### config.mk
export PLATFORM = sky130hd
export DESIGN_NAME = button_gesture_decoder
export DESIGN_NICKNAME = d
export VERILOG_FILES = /design/src/rtl/button_pkg.sv /design/src/rtl/button_gesture_decoder.sv
export SDC_FILE = /design/constraint.sdc
export NUM_CORES = 1
export LEC_CHECK = 0
export ABC_AREA = 0
export CORE_ASPECT_RATIO = 1.25
export CORE_MARGIN = 2
export CORE_UTILIZATION = 45
export DETAILED_ROUTE_END_ITERATION = 8
export GPL_TIMING_DRIVEN = 0
export PLACE_DENSITY_LB_ADDON = 0.08
export REMOVE_ABC_BUFFERS = 1
export SETUP_SLACK_MARGIN = 0.05
export SYNTH_ARGS = -nofsm -noshare
export SYNTH_HDL_FRONTEND = slang
export SYNTH_SLANG_ARGS = --single-unit
### constraint.sdc
create_clock -name clk -period 2.9 [get_ports clk]
set_input_delay 0.87 -clock clk [delete_from_list [all_inputs] [get_ports clk]]
set_output_delay 0.87 -clock clk [all_outputs]
set_load 0.1 [all_outputs]
### src/rtl/button_pkg.sv
// Shared definitions for the push-button gesture path: FSM state encoding and
// default timing derived from the board clock.
package button_pkg;

  typedef enum logic [2:0] {
    IDLE        = 3'd0,
    PRESSED     = 3'd1,
    HOLD        = 3'd2,
    WAIT_SECOND = 3'd3,
    SECOND_HELD = 3'd4,
    LOCKOUT     = 3'd5
  } state_t;

  localparam int unsigned CLK_HZ              = 24_000_000;
  // 500 ms hold, 125 ms double-press gap, 250 ms lockout
  localparam int unsigned DEF_LONG_CYCLES     = CLK_HZ / 2;
  localparam int unsigned DEF_GAP_CYCLES      = CLK_HZ / 8;
  localparam int unsigned DEF_LOCKOUT_CYCLES  = CLK_HZ / 4;

endpackage

### src/rtl/button_gesture_decoder.sv
// Classifies debounced press/release pulses into short, long and double press
// events, then holds off further input for a lockout window.
module button_gesture_decoder
  import button_pkg::*;
#(
  parameter int          CNT_W          = 24,
  parameter int unsigned LONG_CYCLES    = DEF_LONG_CYCLES,
  parameter int unsigned GAP_CYCLES     = DEF_GAP_CYCLES,
  parameter int unsigned LOCKOUT_CYCLES = DEF_LOCKOUT_CYCLES
) (
  input  logic clk,
  input  logic reset,
  input  logic press_in,
  input  logic release_in,
  output logic short_press,
  output logic long_press,
  output logic double_press,
  output logic busy
);

  localparam logic [CNT_W-1:0] LONG_LAST = CNT_W'(LONG_CYCLES - 1);
  localparam logic [CNT_W-1:0] GAP_LAST  = CNT_W'(GAP_CYCLES - 1);
  localparam logic [CNT_W-1:0] LOCK_LAST = CNT_W'(LOCKOUT_CYCLES - 1);
  localparam logic [CNT_W-1:0] CNT_MAX   = {CNT_W{1'b1}};

  state_t           state, state_nx;
  logic [CNT_W-1:0] cnt;
  logic             short_nx, long_nx, double_nx;
  logic             timed;

  assign timed = (state == PRESSED) || (state == WAIT_SECOND) || (state == LOCKOUT);

  // Release is checked before the threshold/press so ties resolve as specified.
  always_comb begin
    state_nx  = state;
    short_nx  = 1'b0;
    long_nx   = 1'b0;
    double_nx = 1'b0;
    unique case (state)
      IDLE: begin
        if (press_in) state_nx = PRESSED;
      end
      PRESSED: begin
        if (release_in) begin
          state_nx = WAIT_SECOND;
        end else if (cnt == LONG_LAST) begin
          state_nx = HOLD;
          long_nx  = 1'b1;
        end
      end
      HOLD: begin
        if (release_in) state_nx = LOCKOUT;
      end
      WAIT_SECOND: begin
        if (press_in) begin
          state_nx  = SECOND_HELD;
          double_nx = 1'b1;
        end else if (cnt == GAP_LAST) begin
          state_nx = LOCKOUT;
          short_nx = 1'b1;
        end
      end
      SECOND_HELD: begin
        if (release_in) state_nx = LOCKOUT;
      end
      LOCKOUT: begin
        if (cnt == LOCK_LAST) state_nx = IDLE;
      end
      default: state_nx = IDLE;
    endcase
  end

  always_ff @(posedge clk) begin
    if (reset) begin
      state        <= IDLE;
      cnt          <= '0;
      short_press  <= 1'b0;
      long_press   <= 1'b0;
      double_press <= 1'b0;
      busy         <= 1'b0;
    end else begin
      state        <= state_nx;
      short_press  <= short_nx;
      long_press   <= long_nx;
      double_press <= double_nx;
      busy         <= (state_nx != IDLE);
      // Counter restarts on every state entry and saturates rather than wrapping.
      if (state_nx != state) begin
        cnt <= '0;
      end else if (timed && (cnt != CNT_MAX)) begin
        cnt <= cnt + 1'b1;
      end
    end
  end

endmodule

### Word-level counts from Yosys, hierarchy flattened

Index checks and enable logic that the tools add are counted.

| operators by class | value |
|---|---|
| bitwise logic cells | 2 |
| add/subtract/negate cells | 1 |
| muxes and demuxes | 11 |
| reduce and logical (&&, ||, !) cells | 10 |
| equality and inequality tests | 10 |

Operator list:

| kind | count |
|---|---|
| $add A24 B1 Y24 const B | 1 |
| $eq A24 B22 Y1 const B | 1 |
| $eq A24 B23 Y1 const B | 1 |
| $eq A24 B24 Y1 const B | 1 |
| $ne A24 B24 Y1 const B | 1 |
| $mux W3 | 7 |
| $pmux W3 S5 | 1 |
| $eq A3 B2 Y1 const B | 2 |
| $eq A3 B3 Y1 const B | 2 |
| $reduce_or A2 Y1 | 3 |
| $reduce_or A3 Y1 | 2 |
| $eq A3 B1 Y1 const B | 1 |
| $logic_not A3 Y1 | 1 |
| $mux W1 | 3 |
| $ne A3 B3 Y1 | 1 |
| $reduce_bool A3 Y1 | 1 |
| $logic_or A1 B1 Y1 | 2 |
| $not A1 Y1 | 2 |
| $logic_and A1 B1 Y1 | 1 |

| word-level totals | value |
|---|---|
| bits of input ports | 4 |
| output and inout port bits | 4 |
| register bits after elaboration | 31 |

### Depth between registers and ports, before layout

| logic depth | value |
|---|---|
| depth in word-level cells | 6 |
| mapped depth | 8 |

### Worst setup path after synthesis

Ideal clock, no wire load.

| timing | value |
|---|---|
| path type | flip-flop to flip-flop |
| from | register cnt[14] |
| to | register cnt[0] |
| setup slack | 0.513 ns |
| stages on the path, launching flop included | 8 |
| arrival time | 2.271 ns |
| cells stage by stage | dfxtp_1 or4_1 or4_4 or3_1 a22oi_2 nand4b_4 buf_12 nor2_2 |

| between the ends | value |
|---|---|
| cells in the longest elaborated chain, start to end | 6 |
| elaborated cells on any way between the ends | 13 |
| those cells by class | eq/ne (5); mux (6); reduce/logical (2) |

Ends and longest elaborated chain:

| what | RTL line | RTL |
|---|---|---|
| from (decl) | button_gesture_decoder.sv:27 | `logic [CNT_W-1:0] cnt;` |
| from (signal assigned) | button_gesture_decoder.sv:91 | `cnt <= cnt + 1'b1;` |
| $eq A24 B22 Y1 / $eq A24 B24 Y1 (equally long branches) | button_gesture_decoder.sv:58, button_gesture_decoder.sv:46 |  |
| $mux W3 (on tied branches) | button_gesture_decoder.sv:58, button_gesture_decoder.sv:46 |  |
| $mux W3 (on tied branches) | button_gesture_decoder.sv:55, button_gesture_decoder.sv:44 |  |
| $pmux W3 S5 | button_gesture_decoder.sv:39 | `unique case (state)` |
| $ne A3 B3 Y1 | button_gesture_decoder.sv:88 | `if (state_nx != state) begin` |
| $reduce_or A2 Y1 (no source line) | - |  |

Parallel ways exist; a longest one is shown, timed or not.
A chain may end at the register's enable or synchronous reset.

### Worst setup path in the final report

| timing | value |
|---|---|
| from | register state[0] |
| to | register cnt[12] |

| between the ends | value |
|---|---|
| cells in the longest elaborated chain, start to end | 5 |
| elaborated cells on any way between the ends | 20 |
| those cells by class | eq/ne (6); mux (8); reduce/logical (6) |

Ends and longest elaborated chain:

| what | RTL line | RTL |
|---|---|---|
| from (decl) | button_gesture_decoder.sv:26 | `state_t state, state_nx;` |
| from (signal assigned) | button_gesture_decoder.sv:82 | `state <= state_nx;` |
| $eq A3 B3 Y1 (tied with other cells) | button_gesture_decoder.sv:39 |  |
| $reduce_or A2 Y1 (no source line) (tied with other cells) | - |  |
| $pmux W3 S5 | button_gesture_decoder.sv:39 |  |
| $ne A3 B3 Y1 | button_gesture_decoder.sv:88 |  |
| $reduce_or A2 Y1 (no source line) | - |  |

Parallel ways exist; a longest one is shown, timed or not.

==> impl_metrics.env <==
export IMPL_status="completed"
export IMPL_ys_types=49
export IMPL_design_die_area_um2=4720
export IMPL_hpwlAfterDp_mm=3.05
export IMPL_finalMaxSlewViolations=0
export IMPL_min_path_type="reg -> reg"
export IMPL_min_period_over_period_pct=93.2
export IMPL_start_util_pct=46.2
export IMPL_swShare_pct=25.0
export IMPL_grt_setup_unrepaired="no"
export IMPL_netlist_instances=223
export IMPL_clock_sink_count=31
export IMPL_drt_iter0_drc=157
export IMPL_htree_levels=2
export IMPL_dr_pass1_iters=4
export IMPL_fmax_mhz=370
export IMPL_clock_root_buffer="clkbuf_8"
export IMPL_min_path_cells=2
export IMPL_die_w_um=61.8
export IMPL_yosys_warnings=0
export IMPL_wl_per_cell_um=15.4
export IMPL_syn_avg_cell_area_um2=8.43
export IMPL_core_area_um2=4070
export IMPL_via_per_inst=5.80
export IMPL_synth_edf_count=0
export IMPL_path_class="reg -> reg"
export IMPL_p_per_area_nw_per_um2=476
export IMPL_wirelength_mm=4.40
export IMPL_postCtsHoldBufs=0
export IMPL_area_growth_pct=11.6
export IMPL_pin_count=8
export IMPL_cts_inserted_buffers=5
export IMPL_syn_area_um2=1880
export IMPL_num_vias=1653
export IMPL_gp_congestion=0.842
export IMPL_rows=26
export IMPL_skew_ns=0.00722
export IMPL_post_route_util_pct=51.6
export IMPL_antenna_found_initial=0
export IMPL_final_cells=285
export IMPL_power_leakage_nw=0.641
export IMPL_cts_tree="yes"
export IMPL_start_kind="flip-flop"
export IMPL_maxCapViolations=0
export IMPL_power_frac_clock_pct=44.3
export IMPL_grt_pass1_vias=1554
export IMPL_die_h_um=76.3
export IMPL_cp_data_required_time_ns=3.11
export IMPL_rrSetupSlack_ns=0.20
export IMPL_r2r_start="state[0]$_SDFF_PP0_"
export IMPL_power_internal_w=0.000749
export IMPL_grt_max_degree=24
export IMPL_pwr_share_comb_pct=10.9
export IMPL_grt_use_total_pct=19.7
export IMPL_async_flop_share_pct=0
export IMPL_ys_flop_type="dfxtp_1"
export IMPL_drive_gt1_share_pct=16.2
export IMPL_hold_end="cnt[1]$_SDFFE_PP0P_"
export IMPL_ys_seq_elements=31
export IMPL_power_switching_w=0.000249
export IMPL_ir_worst_vdd_uv=329
export IMPL_antenna_left=0
export IMPL_hold_viol=0
export IMPL_critPathMaxFanout=14
export IMPL_end_kind="flip-flop"
export IMPL_synth_seq_area_share_pct=33.0
export IMPL_gr_total_overflow=0
export IMPL_dp_cells=276
export IMPL_clk_path_buf_depth=2
export IMPL_pwr_share_seq_pct=44.8
export IMPL_antenna_cells=0
export IMPL_fillerInstances=402
export IMPL_post_route_min_period_ns=2.70
export IMPL_grt_pass1_wl_mm=7.10
export IMPL_cp_arrival_ns=2.91
export IMPL_min_from="cnt[1]$_SDFFE_PP0P_"
export IMPL_reg2reg_to="cnt[12]$_SDFFE_PP0P_"
export IMPL_port_buffers=7
export IMPL_insertion_delay_ns=0.28
export IMPL_drc=0
export IMPL_worst_r2r_path_depth=6
export IMPL_timing_slew_headroom_pct=31.1
export IMPL_worst_pin_slew_ns=1.03
export IMPL_setup_viol_count_final=0
export IMPL_clk_pin_slew_worst_paths_ns=0.07
export IMPL_final_nets=233
[Yosys cell counts (2+ instances only)]
cell type / count / share of area [%]
inv_1: 5 / 1.0
and2_1: 4 / 1.3
nor4b_1: 3 / 1.4
nand4_1: 18 / 6.0
buf_12: 2 / 2.1
nor2_1: 19 / 3.8
xnor2_1: 6 / 2.8
nand2b_1: 6 / 2.0
nor3_1: 7 / 1.9
dfxtp_1: 31 / 33
nor4_1: 3 / 1.0
nor2_2: 20 / 6.7
xor2_1: 16 / 7.5
nand3_1: 10 / 2.7
o221ai_1: 2 / 0.93
nand2_1: 18 / 3.6
mux2i_1: 5 / 2.7
and4_1: 4 / 1.9
nor2b_1: 2 / 0.67
and3_1: 5 / 1.7
or3_1: 2 / 0.67
clkbuf_1: 8 / 1.6
[sequential cells by signal, indices dropped and copies added (netlist names)]
signal / count
busy: 1
cnt: 24
double_press: 1
long_press: 1
short_press: 1
state: 3
[placed cells by master, fill, tap and decap left out, types with 2 or more instances in the layout]
master and n:
nand4_1 18, xnor2_1 6, xor2_1 16, nor2b_1 2, nor2_2 20, nand2_1 18
and2_1 4, nand2b_1 6, nand3_1 10, nor4b_1 3, clkdlybuf4s50_1 7, inv_1 5
and4_1 4, mux2i_1 5, nor2_1 19, nand4b_4 2, nor3_1 7, dfxtp_1 31
and3_1 5, or3_1 2, nor4_1 3, clkbuf_8 6
[area by class of cell]
| cell class | instances | area (µm²) | area share [%] |
|---|---|---|---|
| sequential | 31 | 621 | 29.6 |
| tap | 56 | 70.1 | 3.34 |
| multi-input combinational | 178 | 1200 | 57.2 |
| clock inverter | 2 | 35.0 | 1.67 |
| clock buffer | 6 | 82.6 | 3.94 |
| inverter | 5 | 18.8 | 0.894 |
| timing repair buffer | 7 | 70.1 | 3.34 |
[critical path, cell delays in order (launching register included)]
cell,delay (ns)
dfxtp_1,0.63
a21bo_2,0.30
or2_2,0.28
a311oi_1,0.83
nand3_1,0.26
xor2_1,0.20
nor3_1,0.13
[how the worst max path moves through the flow]
stage          depth (start not counted)            startpoint                    to
6_report                               6   state[0]$_SDFF_PP0_  cnt[12]$_SDFFE_PP0P_
5_1_grt                                6   state[0]$_SDFF_PP0_  cnt[12]$_SDFFE_PP0P_
3_5_place_dp                           7            release_in  cnt[13]$_SDFFE_PP0P_
4_1_cts                                7            release_in  cnt[13]$_SDFFE_PP0P_
2_1_floorplan                          6  cnt[14]$_SDFFE_PP0P_  cnt[13]$_SDFFE_PP0P_
3_3_place_gp                           7            release_in  cnt[14]$_SDFFE_PP0P_
[cell families after synthesis]
| kind of cell | after synthesis | share of synthesized area (%) |
|---|---|---|
| xor+xnor | 22 | 10.2 |
| simple gates | 131 | 40.7 |
| buf+inv | 15 | 4.72 |
| fa+ha+maj | 1 | 0.665 |
| flops | 31 | 33.0 |
| mux | 5 | 2.66 |
| compound gates | 18 | 7.98 |
[per-stage QoR]
stage               setup WS, ns  total power [W]  TNS [ns]  area, µm²  hold WS, ns
finish                     0.197         0.000998         0       2100        0.565
global route              0.0552          0.00103         0       2100        0.605
CTS                        0.160          0.00100         0       2070        0.571
detailed placement        -0.130         0.000558     -2.14       1950        0.555
global placement         -0.0888         0.000556     -1.55       1950        0.542
floorplan                  0.454         0.000530         0       1810        0.519
[power groups by stage]
stage                     combinational [W]  sequential [W]  clock [W]
final                              0.000109        0.000447   0.000442
after CTS                          0.000102        0.000446   0.000452
after global routing               0.000120        0.000448   0.000465
after floorplan                   0.0000623        0.000467          0
after detailed placement           0.000102        0.000456          0
after global placement             0.000101        0.000455          0
[what timing repair did]
item | 4_1_cts | 5_1_grt
endpoints found under the hold margin | 0 | 0
setup buffers | 0 | 0
endpoints found under the setup margin | 0 | 22
gates resized for setup | 0 | 2
[layer usage]
metal	vias to the layer above	GRT usage, %	share of wire, %
met5	-	0	0
met4	0	7.23	1.7
met3	6	4.24	3.9
met2	37	32.1	50
met1	797	24.5	45
li1	813	-	-
Note: power is estimated with default switching activity, not from simulation.
